$ cat src/rtl/pc_pkg.sv
// Shared types and constants for the PC / fetch sequencer slice.
// Pure declarations, no timing.
// No handshakes here.
package pc_pkg;

  localparam int XLEN = 32;

  localparam logic [XLEN-1:0] DEF_RESET_VECTOR = 32'h0000_0000;
  localparam logic [XLEN-1:0] DEF_TRAP_VECTOR  = 32'h0000_0100;

  typedef enum logic [1:0] {
    ST_IDLE  = 2'd0,
    ST_FETCH = 2'd1,
    ST_EXEC  = 2'd2
  } state_t;

  // Control-flow targets must be word aligned; bit 0 is tolerated because
  // jalr clears it and the other paths never produce it from valid code.
  function automatic logic is_misaligned(input logic [XLEN-1:0] addr);
    return addr[1];
  endfunction

endpackage

$ cat src/rtl/pc_fetch_unit_if.sv
// Bundles the decode/ALU inputs and the fetch/PC outputs of pc_fetch_unit.
// No logic, no latency.
// imem_req/imem_ready form a valid-ready style fetch handshake.
interface pc_fetch_unit_if;
  import pc_pkg::*;

  logic [XLEN-1:0] alu_res;
  logic            branch;
  logic            br_taken;
  logic            jal;
  logic            jalr;
  logic            stall;
  logic            imem_ready;
  logic            imem_req;
  logic [XLEN-1:0] imem_addr;
  logic [XLEN-1:0] pc_out;
  logic [XLEN-1:0] pc_plus4;
  logic            instr_valid;
  logic            misalign_err;
  logic [XLEN-1:0] err_addr;

  // Core side: drives decode/ALU results, consumes PC and fetch request.
  modport master (
    output alu_res, branch, br_taken, jal, jalr, stall, imem_ready,
    input  imem_req, imem_addr, pc_out, pc_plus4, instr_valid,
           misalign_err, err_addr
  );

  // Fetch unit side.
  modport slave (
    input  alu_res, branch, br_taken, jal, jalr, stall, imem_ready,
    output imem_req, imem_addr, pc_out, pc_plus4, instr_valid,
           misalign_err, err_addr
  );

endinterface

$ cat src/rtl/pc_next_sel.sv
// Next-PC selection: jalr > jal > taken branch > pc+4, with alignment trap.
// Purely combinational, zero latency.
// No backpressure; the caller decides when to load the result.
module pc_next_sel
  import pc_pkg::*;
#(
  parameter logic [XLEN-1:0] TRAP_VECTOR = DEF_TRAP_VECTOR
) (
  input  logic [XLEN-1:0] pc,
  input  logic [XLEN-1:0] alu_res,
  input  logic            branch,
  input  logic            br_taken,
  input  logic            jal,
  input  logic            jalr,
  output logic [XLEN-1:0] next_pc,
  output logic            misaligned,
  output logic [XLEN-1:0] raw_target
);

  logic take;

  // Pick the redirect target by priority; the sequential path never traps.
  always_comb begin
    raw_target = alu_res;
    take       = 1'b0;
    misaligned = 1'b0;
    next_pc    = pc + 32'd4;
    if (jalr) begin
      raw_target = {alu_res[XLEN-1:1], 1'b0};
      take       = 1'b1;
    end else if (jal || (branch && br_taken)) begin
      take       = 1'b1;
    end
    if (take) begin
      misaligned = is_misaligned(raw_target);
      next_pc    = misaligned ? TRAP_VECTOR : raw_target;
    end
  end

endmodule

$ cat src/rtl/pc_fetch_unit.sv
// PC register plus IDLE/FETCH/EXEC sequencer closing the ALU-to-PC loop.
// Min 2 cycles/instr: 1 FETCH (ready high) + 1 EXEC; each FETCH wait adds one.
// Waits in FETCH while imem_ready is low; holds the PC in EXEC while stall is high.
module pc_fetch_unit
  import pc_pkg::*;
#(
  parameter logic [XLEN-1:0] RESET_VECTOR = DEF_RESET_VECTOR,
  parameter logic [XLEN-1:0] TRAP_VECTOR  = DEF_TRAP_VECTOR
) (
  input logic           clk,
  input logic           rst_n,
  pc_fetch_unit_if.slave bus
);

  state_t          state;
  state_t          next_state;
  logic [XLEN-1:0] pc;
  logic [XLEN-1:0] next_pc;
  logic [XLEN-1:0] raw_target;
  logic            misaligned;
  logic            pc_load;
  logic            misalign_err;
  logic [XLEN-1:0] err_addr;
  logic            imem_req;
  logic            instr_valid;

  pc_next_sel #(
    .TRAP_VECTOR (TRAP_VECTOR)
  ) u_next_sel (
    .pc         (pc),
    .alu_res    (bus.alu_res),
    .branch     (bus.branch),
    .br_taken   (bus.br_taken),
    .jal        (bus.jal),
    .jalr       (bus.jalr),
    .next_pc    (next_pc),
    .misaligned (misaligned),
    .raw_target (raw_target)
  );

  // The PC only advances on the EXEC->FETCH edge.
  assign pc_load = (state == ST_EXEC) && !bus.stall;

  // State register.
  always_ff @(posedge clk) begin
    if (!rst_n) begin
      state <= ST_IDLE;
    end else begin
      state <= next_state;
    end
  end

  // Next-state logic and Moore outputs decoded from the state register.
  always_comb begin
    next_state  = state;
    imem_req    = 1'b0;
    instr_valid = 1'b0;
    case (state)
      ST_IDLE: begin
        next_state = ST_FETCH;
      end
      ST_FETCH: begin
        imem_req = 1'b1;
        if (bus.imem_ready) begin
          next_state = ST_EXEC;
        end
      end
      ST_EXEC: begin
        instr_valid = 1'b1;
        if (!bus.stall) begin
          next_state = ST_FETCH;
        end
      end
      default: begin
        next_state = ST_IDLE;
      end
    endcase
  end

  // Architectural PC: reset vector, then the selected next PC per instruction.
  always_ff @(posedge clk) begin
    if (!rst_n) begin
      pc <= RESET_VECTOR;
    end else if (pc_load) begin
      pc <= next_pc;
    end
  end

  // Trap reporting: one-cycle pulse after the update, sticky faulting address.
  always_ff @(posedge clk) begin
    if (!rst_n) begin
      misalign_err <= 1'b0;
      err_addr     <= '0;
    end else begin
      misalign_err <= pc_load && misaligned;
      if (pc_load && misaligned) begin
        err_addr <= raw_target;
      end
    end
  end

  assign bus.imem_req     = imem_req;
  assign bus.instr_valid  = instr_valid;
  assign bus.imem_addr    = pc;
  assign bus.pc_out       = pc;
  assign bus.pc_plus4     = pc + 32'd4;
  assign bus.misalign_err = misalign_err;
  assign bus.err_addr     = err_addr;

endmodule

$ cat src/flat_wrapper.sv
// flat-port wrapper written by rule: the top's interface ports become plain ports
module pc_fetch_unit_flat import pc_pkg::*;
#(
  parameter logic [XLEN-1:0] RESET_VECTOR = DEF_RESET_VECTOR,
  parameter logic [XLEN-1:0] TRAP_VECTOR  = DEF_TRAP_VECTOR
)
  (clk, rst_n, bus_alu_res, bus_branch, bus_br_taken, bus_jal, bus_jalr, bus_stall, bus_imem_ready, bus_imem_req, bus_imem_addr, bus_pc_out, bus_pc_plus4, bus_instr_valid, bus_misalign_err, bus_err_addr);
  pc_fetch_unit_if bus_i ();
  input logic clk;
  input logic rst_n;
  input wire logic [$bits(bus_i.alu_res)-1:0] bus_alu_res;
  input wire logic [$bits(bus_i.branch)-1:0] bus_branch;
  input wire logic [$bits(bus_i.br_taken)-1:0] bus_br_taken;
  input wire logic [$bits(bus_i.jal)-1:0] bus_jal;
  input wire logic [$bits(bus_i.jalr)-1:0] bus_jalr;
  input wire logic [$bits(bus_i.stall)-1:0] bus_stall;
  input wire logic [$bits(bus_i.imem_ready)-1:0] bus_imem_ready;
  output wire logic [$bits(bus_i.imem_req)-1:0] bus_imem_req;
  output wire logic [$bits(bus_i.imem_addr)-1:0] bus_imem_addr;
  output wire logic [$bits(bus_i.pc_out)-1:0] bus_pc_out;
  output wire logic [$bits(bus_i.pc_plus4)-1:0] bus_pc_plus4;
  output wire logic [$bits(bus_i.instr_valid)-1:0] bus_instr_valid;
  output wire logic [$bits(bus_i.misalign_err)-1:0] bus_misalign_err;
  output wire logic [$bits(bus_i.err_addr)-1:0] bus_err_addr;
  assign bus_i.alu_res = bus_alu_res;
  assign bus_i.branch = bus_branch;
  assign bus_i.br_taken = bus_br_taken;
  assign bus_i.jal = bus_jal;
  assign bus_i.jalr = bus_jalr;
  assign bus_i.stall = bus_stall;
  assign bus_i.imem_ready = bus_imem_ready;
  assign bus_imem_req = bus_i.imem_req;
  assign bus_imem_addr = bus_i.imem_addr;
  assign bus_pc_out = bus_i.pc_out;
  assign bus_pc_plus4 = bus_i.pc_plus4;
  assign bus_instr_valid = bus_i.instr_valid;
  assign bus_misalign_err = bus_i.misalign_err;
  assign bus_err_addr = bus_i.err_addr;
  pc_fetch_unit #(.RESET_VECTOR(RESET_VECTOR), .TRAP_VECTOR(TRAP_VECTOR)) u_core (.clk(clk), .rst_n(rst_n), .bus(bus_i));
endmodule
$ cat config.mk
export PLATFORM = sky130hd
export DESIGN_NAME = pc_fetch_unit_flat
export DESIGN_NICKNAME = d
export VERILOG_FILES = /design/src/rtl/pc_pkg.sv /design/src/rtl/pc_fetch_unit_if.sv /design/src/rtl/pc_next_sel.sv /design/src/rtl/pc_fetch_unit.sv /design/src/flat_wrapper.sv
export SDC_FILE = /design/constraint.sdc
export NUM_CORES = 1
export LEC_CHECK = 0
export ABC_CLOCK_PERIOD_IN_PS = 2300
export BUFFER_PORTS_ARGS = -buffer_cell sky130_fd_sc_hd__buf_4
export CORE_MARGIN = 4
export CORE_UTILIZATION = 48
export DETAILED_ROUTE_END_ITERATION = 6
export PLACE_DENSITY_LB_ADDON = 0.25
export SLEW_MARGIN = 20
export SYNTH_ARGS = -nofsm -noshare
export SYNTH_HDL_FRONTEND = slang
export SYNTH_SLANG_ARGS = --single-unit
$ cat constraint.sdc
create_clock -name clk -period 2.3 [get_ports clk]
set_input_delay 0.115 -clock clk [delete_from_list [all_inputs] [get_ports clk]]
set_output_delay 0.115 -clock clk [all_outputs]
set_load 0.1 [all_outputs]
==> reports/results.ini, run 1 <==
[outcome]
status = finished, final reports clean

[logic_synthesis]
synth_cell_types = 57
synth_top_family_by_area = simple AND/OR/NAND/NOR gates
ys_top_cells_by_area = dfxtp_1 35%, nand2_1 11%, buf_4 6.9%
synth_common_cells = 110 x nand2_1, 66 x dfxtp_1, 35 x buf_4
yosys_warnings = 0
ys_seq_elements = 66
ys_seq_area_share_pct = 34.57
yosysMostFrequentCell = nand2_1
synth_compound_area_share_pct = 17.22
synthAdderAreaFrac_pct = 0.3273
yosys.area_share.simple_pct = 27.79
synth_edf_count = 0
synth_top_cell_by_area = dfxtp_1
synth_top_area_share_pct = 34.57
synth_xor_area_share_pct = 8.576
synth_top_flop_cell = dfxtp_1
synth_area_sq_um = 3822
synthCells = 459
avgSynthCellArea_sq_um = 8.328
async_flop_share_pct = 0
synth_mux_area_share_pct = 0

[global_route]
grt_pass1_vias = 3710
track_usage_pct = 25.18
antenna_found_initial = 0
grt_max_degree = 42
gr-total-overflow = 0
grt_pass1_wl_um = 19490

[worst_setup_path]
path_class = flop to output pin
crit_buf_inv = 2
worst_setup_path_start_kind = flop
cp_top_family = simple AND/OR/NAND/NOR gates
cp_slowest_stage_delay_ns = 0.42
required_ns = 2.18
worst_path_max_delay_cell = dfxtp_4
path_cells = nand4_4 > nor3_4 > buf_12 > nand4_1 > xnor2_4 > buf_4
cp_data_arrival_time_ns = 2.09
cp-end-kind = output pin
path_max_fanout = 10

[finish]
fin_nets = 625
final_util_pct = 72.99
fin_area_sq_um = 5640
diodes = 0
drive_above_1_share_pct = 47.54
fill_cells = 582
finalNonFillerCells = 691
area_delta_synth_final_pct = 47.56

[timing]
clock.fmax_mhz = 453.8
layout_min_cycle_time_ns = 2.203
period_share_pct = 95.80
finClkSkew_ns = 0.01477
maxSlewViolCount = 0
hold_violations = 0
setup-violations-final = 0
tns_ns = 0
rsz0062_at_grt = no

[cts]
cts.sinks = 66
cts.clk_slew.worst_paths_ns = 0.08
numCtsBuffers = 9
cts_tree = yes
root_buffer = clkbuf_8
clk-insertion-delay-late_ns = 0.35
clk_path_buf_depth = 2
ctsHoldBuffers = 0
htree_levels = 3

[route]
ant_nets = 0
drt_pass1_iterations = 4
drc = 0
avgViaCountPerCell = 5.491
drt-wirelength-per-cell_um = 17.62
drt_wl_total_um = 12180
drt-initial-drc-count = 178
vias = 3794

[power_and_ir_drop]
clock_power_share_pct = 39.2
ir_worst_vdd_uv = 338.0
seqPwrFrac_pct = 44.7
cellPowerDensity_nw_per_um2 = 456.2
swShare_pct = 31.88
p_leak_nw = 2.549
power.internal_w = 0.001753
comb_power_share_pct = 16.1
power.total_w = 0.002573
p_sw_w = 0.0008204

[place]
hpwl_um = 9045
gp_congestion = 0.8611
placedCellCount = 674
placed_area_sq_um = 5381
portBuffers = 167

[floorplanning]
die_x_um = 97.24
core-area_sq_um = 7727
die_area_sq_um = 9455
fp-row-count = 32
io_pins = 171
start_util_pct = 49.47
die_y_um = 97.24

[job]
drv_cap = 0

[min_path]
hold_path_class = input pin to flop

-- cell type report --
type	count	area, sq um	share of cell area, %
Inverter	5	18.77	0.3327
Tap cell	102	127.6	2.263
Clock inverter	7	76.32	1.353
Multi-Input combinational cell	325	2490	44.14
Sequential cell	66	1420	25.18
Clock buffer	9	123.9	2.196
Timing Repair Buffer	177	1384	24.53
-- timing repair --
action | in CTS | in global routing
gates cloned | 0 | 0
pin swaps | 1 | 2
gates resized for setup | 3 | 7
buffers inserted | 1 | 0
endpoints found under the setup margin | 11 | 10
-- worst paths after layout --
path                            cells after the start                     start  slack (ns)                        to
worst max-delay path                                6  u_core.bus.imem_addr[12]         0.1          bus_pc_plus4[21]
worst max register to register                      4           u_core.state[1]        0.50  u_core.bus.imem_addr[17]
worst min-delay path                                3           bus_alu_res[14]        0.03  u_core.bus.imem_addr[14]
worst min register to register                      2   u_core.bus.err_addr[28]        0.47   u_core.bus.err_addr[28]
-- power by group through the flow --
stage | sequential [W] | combinational [W] | clock [W]
6_report | 0.00115 | 0.000414 | 0.00101
5_1_grt | 0.00115 | 0.000430 | 0.00107
4_1_cts | 0.00115 | 0.000411 | 0.00102
3_5_place_dp | 0.00118 | 0.000411 | 0
3_3_place_gp | 0.00118 | 0.000410 | 0
2_1_floorplan | 0.00125 | 0.000225 | 0
-- cell families after synthesis --
group | Yosys count
simple gates | 204
compound gates | 89
buf+inv | 70
flops | 66
xor+xnor | 28
fa+ha+maj | 1
other cells | 1
-- layer usage --
metal,vias up,GRT usage (%),wire (um)
met5,-,0,0
li1,1804,-,-
met1,1796,32.34,5105
met3,20,6.963,1015
met4,0,8.094,243
met2,174,41.08,5814
-- metrics by stage --
step	setup slack, ns	hold WS [ns]
global placement	0.2959	0.3626
CTS	0.01690	0.02202
detailed placement	0.2518	0.3785
global route	0.01187	0.02950
finish	0.09660	0.03435
floorplan	-0.2126	0.2499
-- placed cells by master, fill, tap and decap left out, types with 9 or more instances in the layout --
cell	Yosys	final
buf_4	35	167
a21boi_0	32	32
nand4_1	11	11
clkbuf_8	2	9
nand3_1	34	27
xnor2_4	0	17
dfxtp_4	0	25
dfxtp_1	66	37
o21ai_0	11	11
a22o_1	13	13
nand2_1	110	109
-- worst min-delay path, delay by kind of cell --
family,cells,cell delay (ns)
buffers and inverters,1,0.08
and+or+nand+nor,2,0.15
-- flip-flops by register name (all words and copies together) (netlist names) --
register	count
u_core.bus.imem_addr	31
u_core.bus.misalign_err	1
u_core.state	2
u_core.bus.err_addr	32
No activity file was read; power rests on OpenSTA's default activity.
==> run 2: changes to the inputs <==
--- a/config.mk
+++ b/config.mk
@@ -5,11 +5,13 @@
 export SDC_FILE = /design/constraint.sdc
 export NUM_CORES = 1
 export LEC_CHECK = 0
+export ABC_AREA = 1
 export ABC_CLOCK_PERIOD_IN_PS = 2300
 export BUFFER_PORTS_ARGS = -buffer_cell sky130_fd_sc_hd__buf_4
 export CORE_MARGIN = 4
 export CORE_UTILIZATION = 48
 export DETAILED_ROUTE_END_ITERATION = 6
+export GPL_TIMING_DRIVEN = 0
 export PLACE_DENSITY_LB_ADDON = 0.25
 export SLEW_MARGIN = 20
 export SYNTH_ARGS = -nofsm -noshare
==> run 2 against run 1 <==
- sequential power hardly changed
- routed wire length rose by 4.6%
- worst setup slack improved by 0.022 ns
- count of clock-buffer cells in the layout increased by 2
- cell area increased by 5.6%
- power shrank 0.86%
- first-iteration DRC count up 31%
- synthesized area shrank 0.62%
- critical path depth grew 2
- critical path type unchanged
- largest cell class unchanged
- highest routed layer unchanged
==> reports/results.ini, run 2 <==
[logic_synthesis]
yosys_warnings = 0  ; unchanged
synth_cell_types = 32  ; -44%
synth_top_area_share_pct = 34.78  ; +0.22 points
synth_top_cell_by_area = dfxtp_1
ys_seq_elements = 66  ; unchanged
synthCells = 582  ; +27%
synth_area_sq_um = 3799  ; -0.62%
async_flop_share_pct = 0  ; unchanged
avgSynthCellArea_sq_um = 6.527  ; -22%
ys_top_cells_by_area = dfxtp_1 35%, nand2_1 16%, nor2_1 10%
yosysMostFrequentCell = nand2_1
ys_seq_area_share_pct = 34.78  ; +0.22 points
synth_common_cells = 166 x nand2_1, 101 x nor2_1, 66 x dfxtp_1
synth_edf_count = 0  ; unchanged
synth_top_flop_cell = dfxtp_1

[finish]
area_delta_synth_final_pct = 56.82
drive_above_1_share_pct = 41.00  ; -6.5 points
regMostFlops = u_core.bus.err_addr
fin_nets = 819  ; +31%
layout_common_cells = 200 x buf_4, 155 x nand2_1, 101 x nor2_1, 42 x dfxtp_1, 41 x inv_1
fill_cells = 578  ; -0.69%
largest_reg_flops = 32  ; unchanged
diodes = 0  ; unchanged
fin_area_sq_um = 5957  ; +5.6%
final_util_pct = 77.09  ; +4.1 points
mostFrequentLayoutCell = buf_4

[timing]
setup-violations-final = 0  ; unchanged
clock.fmax_mhz = 458.5  ; +1.0%
period_share_pct = 94.83  ; -0.97 points
hold_violations = 0  ; unchanged
finClkSkew_ns = 0.01506  ; +0.0002854 ns
maxSlewHeadroom_pct = 45.17
maxSlewViolCount = 0  ; unchanged
worst_slew_pin_slew_ns = 0.8225
layout_min_cycle_time_ns = 2.181  ; -0.02228 ns
whs_ns = 0.006597  ; -0.02775 ns

[place]
portBuffers = 167  ; unchanged
gp_congestion = 0.9612  ; +12%
placed_area_sq_um = 5573  ; +3.6%
hpwl_um = 9852  ; +8.9%

[power_and_ir_drop]
comb_power_share_pct = 16.8  ; +0.7 points
seqPwrFrac_pct = 46.0  ; +1.3 points
cellPowerDensity_nw_per_um2 = 428.2  ; -6.1%
p_sw_w = 0.0008119  ; -1.0%
power.internal_w = 0.001739  ; -0.78%
ir_worst_vdd_uv = 340.6  ; +0.77%
power.total_w = 0.002551  ; -0.86%
swShare_pct = 31.83  ; -0.056 points
p_leak_nw = 2.764  ; +8.4%
clock_power_share_pct = 37.2  ; -2.0 points

[global_route]
grt_pass1_wl_um = 21400  ; +9.8%
grt_pass1_vias = 4422  ; +19%
grt_max_degree = 13  ; -69%
antenna_found_initial = 0  ; unchanged
gr-total-overflow = 0  ; unchanged
track_usage_pct = 27.62  ; +2.4 points

[job]
drv_cap = 0  ; unchanged

[worst_setup_path]
path_class = flop to output pin
cpMostUsedCell = nor2_4
cp_slowest_stage_delay_ns = 0.39  ; -0.03 ns
cp-end-kind = output pin
worst_path_max_delay_cell = dfxtp_4
cp_data_arrival_time_ns = 2.07  ; -0.02 ns
worst_setup_path_start_kind = flop
crit_buf_inv = 1  ; -1
cp_top_family = simple AND/OR/NAND/NOR gates
required_ns = 2.18  ; about the same
path_max_fanout = 5  ; -5
path_cells = ha_2 > nand2_1 > nor2_4 > nand2_4 > nor2_4 > nand3_1 > and2_2 > buf_12

[floorplanning]
core-area_sq_um = 7727  ; unchanged
start_util_pct = 49.16  ; -0.31 points
die_area_sq_um = 9401  ; -0.56%
die_x_um = 96.96  ; -0.28%
fp-row-count = 32  ; unchanged
io_pins = 171  ; unchanged
die_y_um = 96.96  ; -0.28%

[cts]
numCtsBuffers = 9  ; unchanged
cts.sinks = 66  ; unchanged
clk_path_buf_depth = 2  ; unchanged
clk-insertion-delay-late_ns = 0.36  ; about the same
htree_levels = 3  ; unchanged
cts_tree = yes
root_buffer = clkbuf_8
cts.clk_slew.worst_paths_ns = 0.08  ; about the same

[outcome]
status = finished, final reports clean

[route]
avgViaCountPerCell = 4.854  ; -12%
drt-wirelength-per-cell_um = 14.39  ; -18%
drt-initial-drc-count = 234  ; +31%
ant_nets = 0  ; unchanged
drt_wl_total_um = 12740  ; +4.6%
drc = 0  ; unchanged
vias = 4296  ; +13%
drt_pass1_iterations = 5  ; +1

[min_path]
hold_path_class = input pin to flop

## run 2: power groups by stage
stage	Clock [W]	Sequential, W	Combinational, W
6_report	0.000948	0.00117	0.000429
5_1_grt	0.00101	0.00118	0.000449
4_1_cts	0.000956	0.00117	0.000427
3_5_place_dp	0	0.00120	0.000406
3_3_place_gp	0	0.00120	0.000401
2_1_floorplan	0	0.00129	0.000187
## run 2: timing repair
action / CTS / global route
resized for setup: 2 / 8
endpoints found under the setup margin: 2 / 13
setup buffers: 0 / 2
hold buffers: 14 / 0
pin swaps: 0 / 4
endpoints found under the hold margin: 14 / 0
## run 2: metrics by stage
step / setup WS (ns) / std cells / TNS, ns
2_1_floorplan: -0.3748 / 584 / -3.985
3_3_place_gp: 0.3878 / 853 / 0
3_5_place_dp: 0.3618 / 853 / 0
4_1_cts: 0.01402 / 883 / 0
5_1_grt: -0.004765 / 885 / -0.004765
6_report: 0.1189 / 885 / 0
## run 2: final timing paths
| kind | start | endpoint | slack, ns | cells past startpoint |
|---|---|---|---|---|
| worst max-delay path | u_core.bus.imem_addr[2] | bus_pc_plus4[26] | 0.12 | 8 |
| worst min-delay path | bus_alu_res[30] | u_core.bus.err_addr[30] | 0.007 | 3 |
| worst max register to register | u_core.state[1] | u_core.bus.err_addr[19] | 0.50 | 8 |
| worst min register to register | u_core.bus.err_addr[1] | u_core.bus.err_addr[1] | 0.49 | 2 |
## run 2: tightest hold or removal path, cell delays in order
cell and delay [ns]:
buf_4 0.09, nor2_1 0.04, nor2_1 0.09
## run 2: cell type report
cell class | instances | area, sq um | area share (%)
multi-input combinational | 408 | 2262 | 37.98
clock inverter | 5 | 37.54 | 0.6301
clock buffer | 11 | 152.6 | 2.562
inverter | 54 | 210.2 | 3.529
sequential | 66 | 1356 | 22.77
tap | 102 | 127.6 | 2.142
timing repair buffer | 183 | 1445 | 24.26
buffer | 56 | 365.4 | 6.133
## run 2: routing by layer
layer	vias up	GRT usage (%)	part of all wire [%]
met1	1975	32.27	39
met4	0	8.747	1.6
met3	17	6.994	7.0
met2	157	49.26	52
met5	-	0	0
li1	2147	-	-
## run 2: kinds of logic after synthesis
group           share of synthesized area (%)
simple gates                            35.57
buf+inv                                 14.95
compound gates                          10.80
flops                                   34.78
xor+xnor                                3.459
fa+ha+maj                              0.3293
other cells                           0.09872
